$ cat src/rtl/npc_mem_arbiter.sv
// npc_mem_arbiter: shares one memory port between IFU and LSU, one transaction in flight.
// Define NPC_ARB_RR_EN for round-robin contention handling (default build: LSU always wins).
module npc_mem_arbiter #(
    parameter int ADDR_W      = 32,
    parameter int DATA_W      = 32,
    parameter int TIMEOUT_CYC = 255
) (
    input  logic              clk,
    input  logic              reset,
    input  logic              ifu_req_valid,
    output logic              ifu_req_ready,
    input  logic [ADDR_W-1:0] ifu_req_addr,
    output logic              ifu_resp_valid,
    output logic [DATA_W-1:0] ifu_resp_data,
    output logic              ifu_resp_err,
    input  logic              lsu_req_valid,
    output logic              lsu_req_ready,
    input  logic [ADDR_W-1:0] lsu_req_addr,
    input  logic              lsu_req_wen,
    input  logic [DATA_W-1:0] lsu_req_wdata,
    input  logic [3:0]        lsu_req_wmask,
    output logic              lsu_resp_valid,
    output logic [DATA_W-1:0] lsu_resp_data,
    output logic              lsu_resp_err,
    output logic              mem_req_valid,
    input  logic              mem_req_ready,
    output logic [ADDR_W-1:0] mem_req_addr,
    output logic              mem_req_wen,
    output logic [DATA_W-1:0] mem_req_wdata,
    output logic [3:0]        mem_req_wmask,
    input  logic              mem_resp_valid,
    input  logic [DATA_W-1:0] mem_resp_data
);

    localparam logic [1:0] S_IDLE = 2'd0;
    localparam logic [1:0] S_REQ  = 2'd1;
    localparam logic [1:0] S_RESP = 2'd2;
    // Last RESP cycle in which a response is still accepted before the timeout fires.
    localparam logic [7:0] LP_CNT_LAST = 8'(TIMEOUT_CYC - 1);

    logic [1:0]        r_state;
    logic [7:0]        r_cnt;
    logic              r_owner_lsu;
    logic [ADDR_W-1:0] r_addr;
    logic              r_wen;
    logic [DATA_W-1:0] r_wdata;
    logic [3:0]        r_wmask;
    logic              r_ifu_resp_valid;
    logic              r_ifu_resp_err;
    logic [DATA_W-1:0] r_ifu_resp_data;
    logic              r_lsu_resp_valid;
    logic              r_lsu_resp_err;
    logic [DATA_W-1:0] r_lsu_resp_data;

    logic              w_idle;
    logic              w_grant_lsu;
    logic              w_accept;
    logic              w_resp_fire;
    logic [DATA_W-1:0] w_resp_data;

    assign w_idle        = (r_state == S_IDLE) && !reset;
    assign ifu_req_ready = w_idle && ifu_req_valid && !w_grant_lsu;
    assign lsu_req_ready = w_idle && w_grant_lsu;
    assign w_accept      = ifu_req_ready || lsu_req_ready;

`ifdef NPC_ARB_RR_EN
    logic r_last_lsu;

    always_ff @(posedge clk or posedge reset) begin
        if (reset) begin
            r_last_lsu <= 1'b0;
        end else if (w_accept) begin
            r_last_lsu <= lsu_req_ready;
        end
    end

    // Under contention the requester that did not win last time takes the port.
    assign w_grant_lsu = lsu_req_valid && !(ifu_req_valid && r_last_lsu);
`else
    assign w_grant_lsu = lsu_req_valid;
`endif

    // A real response wins over a timeout landing in the same cycle.
    assign w_resp_fire = (r_state == S_RESP) && (mem_resp_valid || (r_cnt == LP_CNT_LAST));
    assign w_resp_data = (mem_resp_valid && !r_wen) ? mem_resp_data : '0;

    always_ff @(posedge clk or posedge reset) begin
        if (reset) begin
            r_state          <= S_IDLE;
            r_cnt            <= 8'd0;
            r_owner_lsu      <= 1'b0;
            r_addr           <= '0;
            r_wen            <= 1'b0;
            r_wdata          <= '0;
            r_wmask          <= 4'd0;
            r_ifu_resp_valid <= 1'b0;
            r_ifu_resp_err   <= 1'b0;
            r_ifu_resp_data  <= '0;
            r_lsu_resp_valid <= 1'b0;
            r_lsu_resp_err   <= 1'b0;
            r_lsu_resp_data  <= '0;
        end else begin
            r_ifu_resp_valid <= 1'b0;
            r_ifu_resp_err   <= 1'b0;
            r_lsu_resp_valid <= 1'b0;
            r_lsu_resp_err   <= 1'b0;
            case (r_state)
                S_IDLE: begin
                    if (w_accept) begin
                        r_owner_lsu <= lsu_req_ready;
                        r_addr      <= lsu_req_ready ? lsu_req_addr : ifu_req_addr;
                        r_wen       <= lsu_req_ready && lsu_req_wen;
                        r_wdata     <= lsu_req_ready ? lsu_req_wdata : '0;
                        r_wmask     <= lsu_req_ready ? lsu_req_wmask : 4'd0;
                        r_state     <= S_REQ;
                    end
                end
                S_REQ: begin
                    if (mem_req_ready) begin
                        r_cnt   <= 8'd0;
                        r_state <= S_RESP;
                    end
                end
                S_RESP: begin
                    if (r_cnt != 8'hFF) begin
                        r_cnt <= r_cnt + 8'd1;
                    end
                    if (w_resp_fire) begin
                        r_state <= S_IDLE;
                        if (r_owner_lsu) begin
                            r_lsu_resp_valid <= 1'b1;
                            r_lsu_resp_err   <= !mem_resp_valid;
                            r_lsu_resp_data  <= w_resp_data;
                        end else begin
                            r_ifu_resp_valid <= 1'b1;
                            r_ifu_resp_err   <= !mem_resp_valid;
                            r_ifu_resp_data  <= w_resp_data;
                        end
                    end
                end
                default: r_state <= S_IDLE;
            endcase
        end
    end

    assign mem_req_valid  = (r_state == S_REQ);
    assign mem_req_addr   = r_addr;
    assign mem_req_wen    = r_wen;
    assign mem_req_wdata  = r_wdata;
    assign mem_req_wmask  = r_wmask;

    assign ifu_resp_valid = r_ifu_resp_valid;
    assign ifu_resp_err   = r_ifu_resp_err;
    assign ifu_resp_data  = r_ifu_resp_data;
    assign lsu_resp_valid = r_lsu_resp_valid;
    assign lsu_resp_err   = r_lsu_resp_err;
    assign lsu_resp_data  = r_lsu_resp_data;

endmodule

$ cat config.mk
export PLATFORM = sky130hd
export DESIGN_NAME = npc_mem_arbiter
export DESIGN_NICKNAME = d
export VERILOG_FILES = /design/src/rtl/npc_mem_arbiter.sv
export SDC_FILE = /design/constraint.sdc
export NUM_CORES = 1
export LEC_CHECK = 0
export BUFFER_PORTS_ARGS = -buffer_cell sky130_fd_sc_hd__buf_2
export CAP_MARGIN = 20
export CORE_ASPECT_RATIO = 1.1
export CORE_MARGIN = 2
export CORE_UTILIZATION = 40
export CTS_BUF_LIST = sky130_fd_sc_hd__clkbuf_4 sky130_fd_sc_hd__clkbuf_8
export DETAILED_ROUTE_END_ITERATION = 12
export GPL_TIMING_DRIVEN = 0
export PLACE_DENSITY = 0.74
export SYNTH_ARGS = -nofsm -noshare
export SYNTH_HDL_FRONTEND = slang
export SYNTH_SLANG_ARGS = --single-unit
export TNS_END_PERCENT = 5
$ cat constraint.sdc
create_clock -name clk -period 7.89 [get_ports clk]
set_input_delay 0.3945 -clock clk [delete_from_list [all_inputs] [get_ports clk]]
set_output_delay 0.3945 -clock clk [all_outputs]
set_load 0.01 [all_outputs]
==> impl_metrics.ini <==
[setup_path]
cp.arrival_ns = 2.18
r2r-start = r_cnt[0]$_DFFE_PP0P_
setup.worst_path.end_class = primary output
crit_start = r_state[1]$_DFFE_PP0P_
cp_max_fo = 10
cp_data_required_time_ns = 7.50
critical_path_class = reg -> out
start_kind = flip-flop

[placed_design]
post-place-ws_ns = 5.70
dp_hpwl_um = 15000
finalWeightedCongestion = 0.817
io_buffers = 277

[power_and_ir_drop]
netSwitchingPower_w = 0.00110
p_sw_share_pct = 37.2
power_leakage_nw = 4.29
clkPwrFrac_pct = 22.0
seqPwrFrac_pct = 41.3
p_int_w = 0.00186
ir_drop_v = 0.000205
combPwrFrac_pct = 36.7
power_density_nw_per_um2 = 322

[floorplan]
coreArea_um2 = 17100
ios = 279
die_h_um = 143
die_w_um = 131
initial_core_util_pct = 41.2
rows = 50
dieArea_um2 = 18700

[sta]
tns_ns = 0
whs_ns = 0.0721
worst_pin_slew_ns = 0.625
setup_slack_ns = 5.32
setup_viol = 0
hold_viol_final = 0
fmaxAchievable_mhz = 389
slew_viol_final = 0
relSlewSlack_pct = 58.1
rsz0062_at_grt = false
period_needed_ns = 2.57
fin_crit_sh_pct = 32.6
clock_skew_ns = 0.00929

[min_path]
hold_path.class = in -> async

[finish]
final_nets = 1065
drive_gt1_share_pct = 36.2
multi_input_area_um2 = 3050
fin_util_pct = 53.7
fillers = 1589
regArea_um2 = 3700
area_growth_pct = 30.3

[yosys]
ys.warnings.count = 0
avgSynthCellArea_um2 = 11.3
syn_inst = 627
syn_area_um2 = 7060
synth_cell_types = 41
async_reset_ff_share_pct = 100
synth_seq_cells = 148
yosysSeqAreaShare_pct = 52.5
synth_edf_count = 0
ys.flop_type = dfrtp_1
synth_nets = 768

[clock_network]
root_buffer = clkbuf_8
clock_sinks = 148
cts_setup_buffers = 0
clk_latency_ns = 0.45
cts-buffers-inserted = 17
clk_pin_slew_ns = 0.09
h-tree-depth = 4
cts_tree = yes
ctsHoldBuffers = 0
cts.path.max_buffers = 2
cts_resized = 0

[grt]
globalRoute.totalOverflow = 0
grt_start_max_net_pins = 84
antenna_found_initial = 1
grt_usage_pct = 21.9
grt_pass1_vias = 6060
grt_pass1_wl_um = 32000

[drt]
wirelength_um = 20400
via_per_inst = 5.16
drc = 0
vias = 6053
drt-pass1-iter-count = 5
drt_iter0_markers = 375
final_antenna_net_count = 0
wl_per_cell_um = 17.4

[job]
max-cap-violations = 0

[outcome]
status = completed
[state kept, by name, indices dropped and copies added, names as in the netlist]
name / count
ifu_resp_err: 1
mem_req_addr: 32
r_state: 2
lsu_resp_valid: 1
mem_req_wmask: 4
lsu_resp_err: 1
r_cnt: 8
r_owner_lsu: 1
mem_req_wen: 1
lsu_resp_data: 32
ifu_resp_valid: 1
mem_req_wdata: 32
ifu_resp_data: 32
[stage by stage]
step           power [W]  cells  cell area [um^2]
6_report         0.00296   1172              9200
5_1_grt          0.00317   1172              9200
4_1_cts          0.00299   1171              9200
3_5_place_dp     0.00233   1139              8770
3_3_place_gp     0.00231   1138              8740
2_1_floorplan    0.00187    627              7060
[layout by cell type (no fill, tap or decap), types with 3 or more instances in the layout]
master and n:
mux2i_1 69, a22oi_1 32, nand2_1 38, buf_2 291
nand3_1 3, buf_6 6, nor2_1 4, nand2b_1 65
inv_6 7, buf_4 4, and3b_1 36, o21a_1 3
nor3_1 3, inv_1 5, clkbuf_8 17, o21ai_1 18
bufinv_16 3, clkbuf_1 31, a22o_1 37, a32oi_1 31
o21ai_0 50, dfrtp_1 148
[power by group through the flow]
stage          logic, W  clock network [W]  registers (W)
3_3_place_gp    0.00108                  0        0.00123
5_1_grt         0.00121           0.000700        0.00126
6_report        0.00109           0.000651        0.00123
4_1_cts         0.00110           0.000667        0.00122
3_5_place_dp    0.00111                  0        0.00122
2_1_floorplan  0.000545                  0        0.00132
[path summary, 6_finish.rpt]
path                                            endpoint  slack, ns  cells past startpoint
max                                        lsu_req_ready       5.32                      3
min                          mem_req_addr[0]$_DFFE_PP0P_       0.07                      2
max reg2reg                lsu_resp_data[12]$_DFFE_PP0P_       6.01                      7
min reg2reg                 mem_req_wdata[3]$_DFFE_PP0P_       0.50                      1
max in group asynchronous  ifu_resp_data[17]$_DFFE_PP0P_       7.00                      3
min in group clk                    r_cnt[6]$_DFFE_PP0P_       0.15                      2
[metal layers]
layer  up-vias  track usage [%]  share of wire (%)
met5         -                0                  0
met4         0             5.82                1.2
met3        19             6.25                6.8
met2       226             36.7                 49
met1      2903             27.8                 43
li1       2905                -                  -
[kinds of logic after synthesis]
| kind of cell | Yosys count | share of synthesized area [%] |
|---|---|---|
| AOI/OAI and AO/OA | 183 | 18.2 |
| and+or+nand+nor | 164 | 14.9 |
| DFF | 148 | 52.5 |
| muxes | 69 | 9.78 |
| buffers and inverters | 61 | 4.34 |
| adders and majority gates | 2 | 0.354 |
[layout make-up]
class                      count  share of cell area [%]
buffer                        55                    3.09
timing repair buffer         278                    15.4
tap                          234                    3.18
multi-input combinational    418                    33.1
sequential                   148                    40.3
clock buffer                  17                    2.54
clock inverter                15                    2.11
inverter                       6                   0.299
antenna                        1                  0.0272
[critical path, cell delays in order (launching register included)]
cell and delay [ns]:
dfrtp_1 0.45, nor4b_4 0.63, clkbuf_1 0.43, buf_2 0.22
[cell usage after synthesis (6+ instances only)]
library cell  number  share of area, %
a22o_1            37               4.6
a22oi_1           32               3.4
a32oi_1           31               3.8
and3b_1           36               4.5
buf_2             14              0.99
buf_6              6              0.96
clkbuf_1          31               1.6
dfrtp_1          148                52
inv_1              6              0.32
mux2i_1           69               9.8
nand2_1           38               2.0
nand2b_1          65               5.8
o21ai_0           50               3.5
o21ai_1           18               1.3
Power figures use the tool's default switching activity.
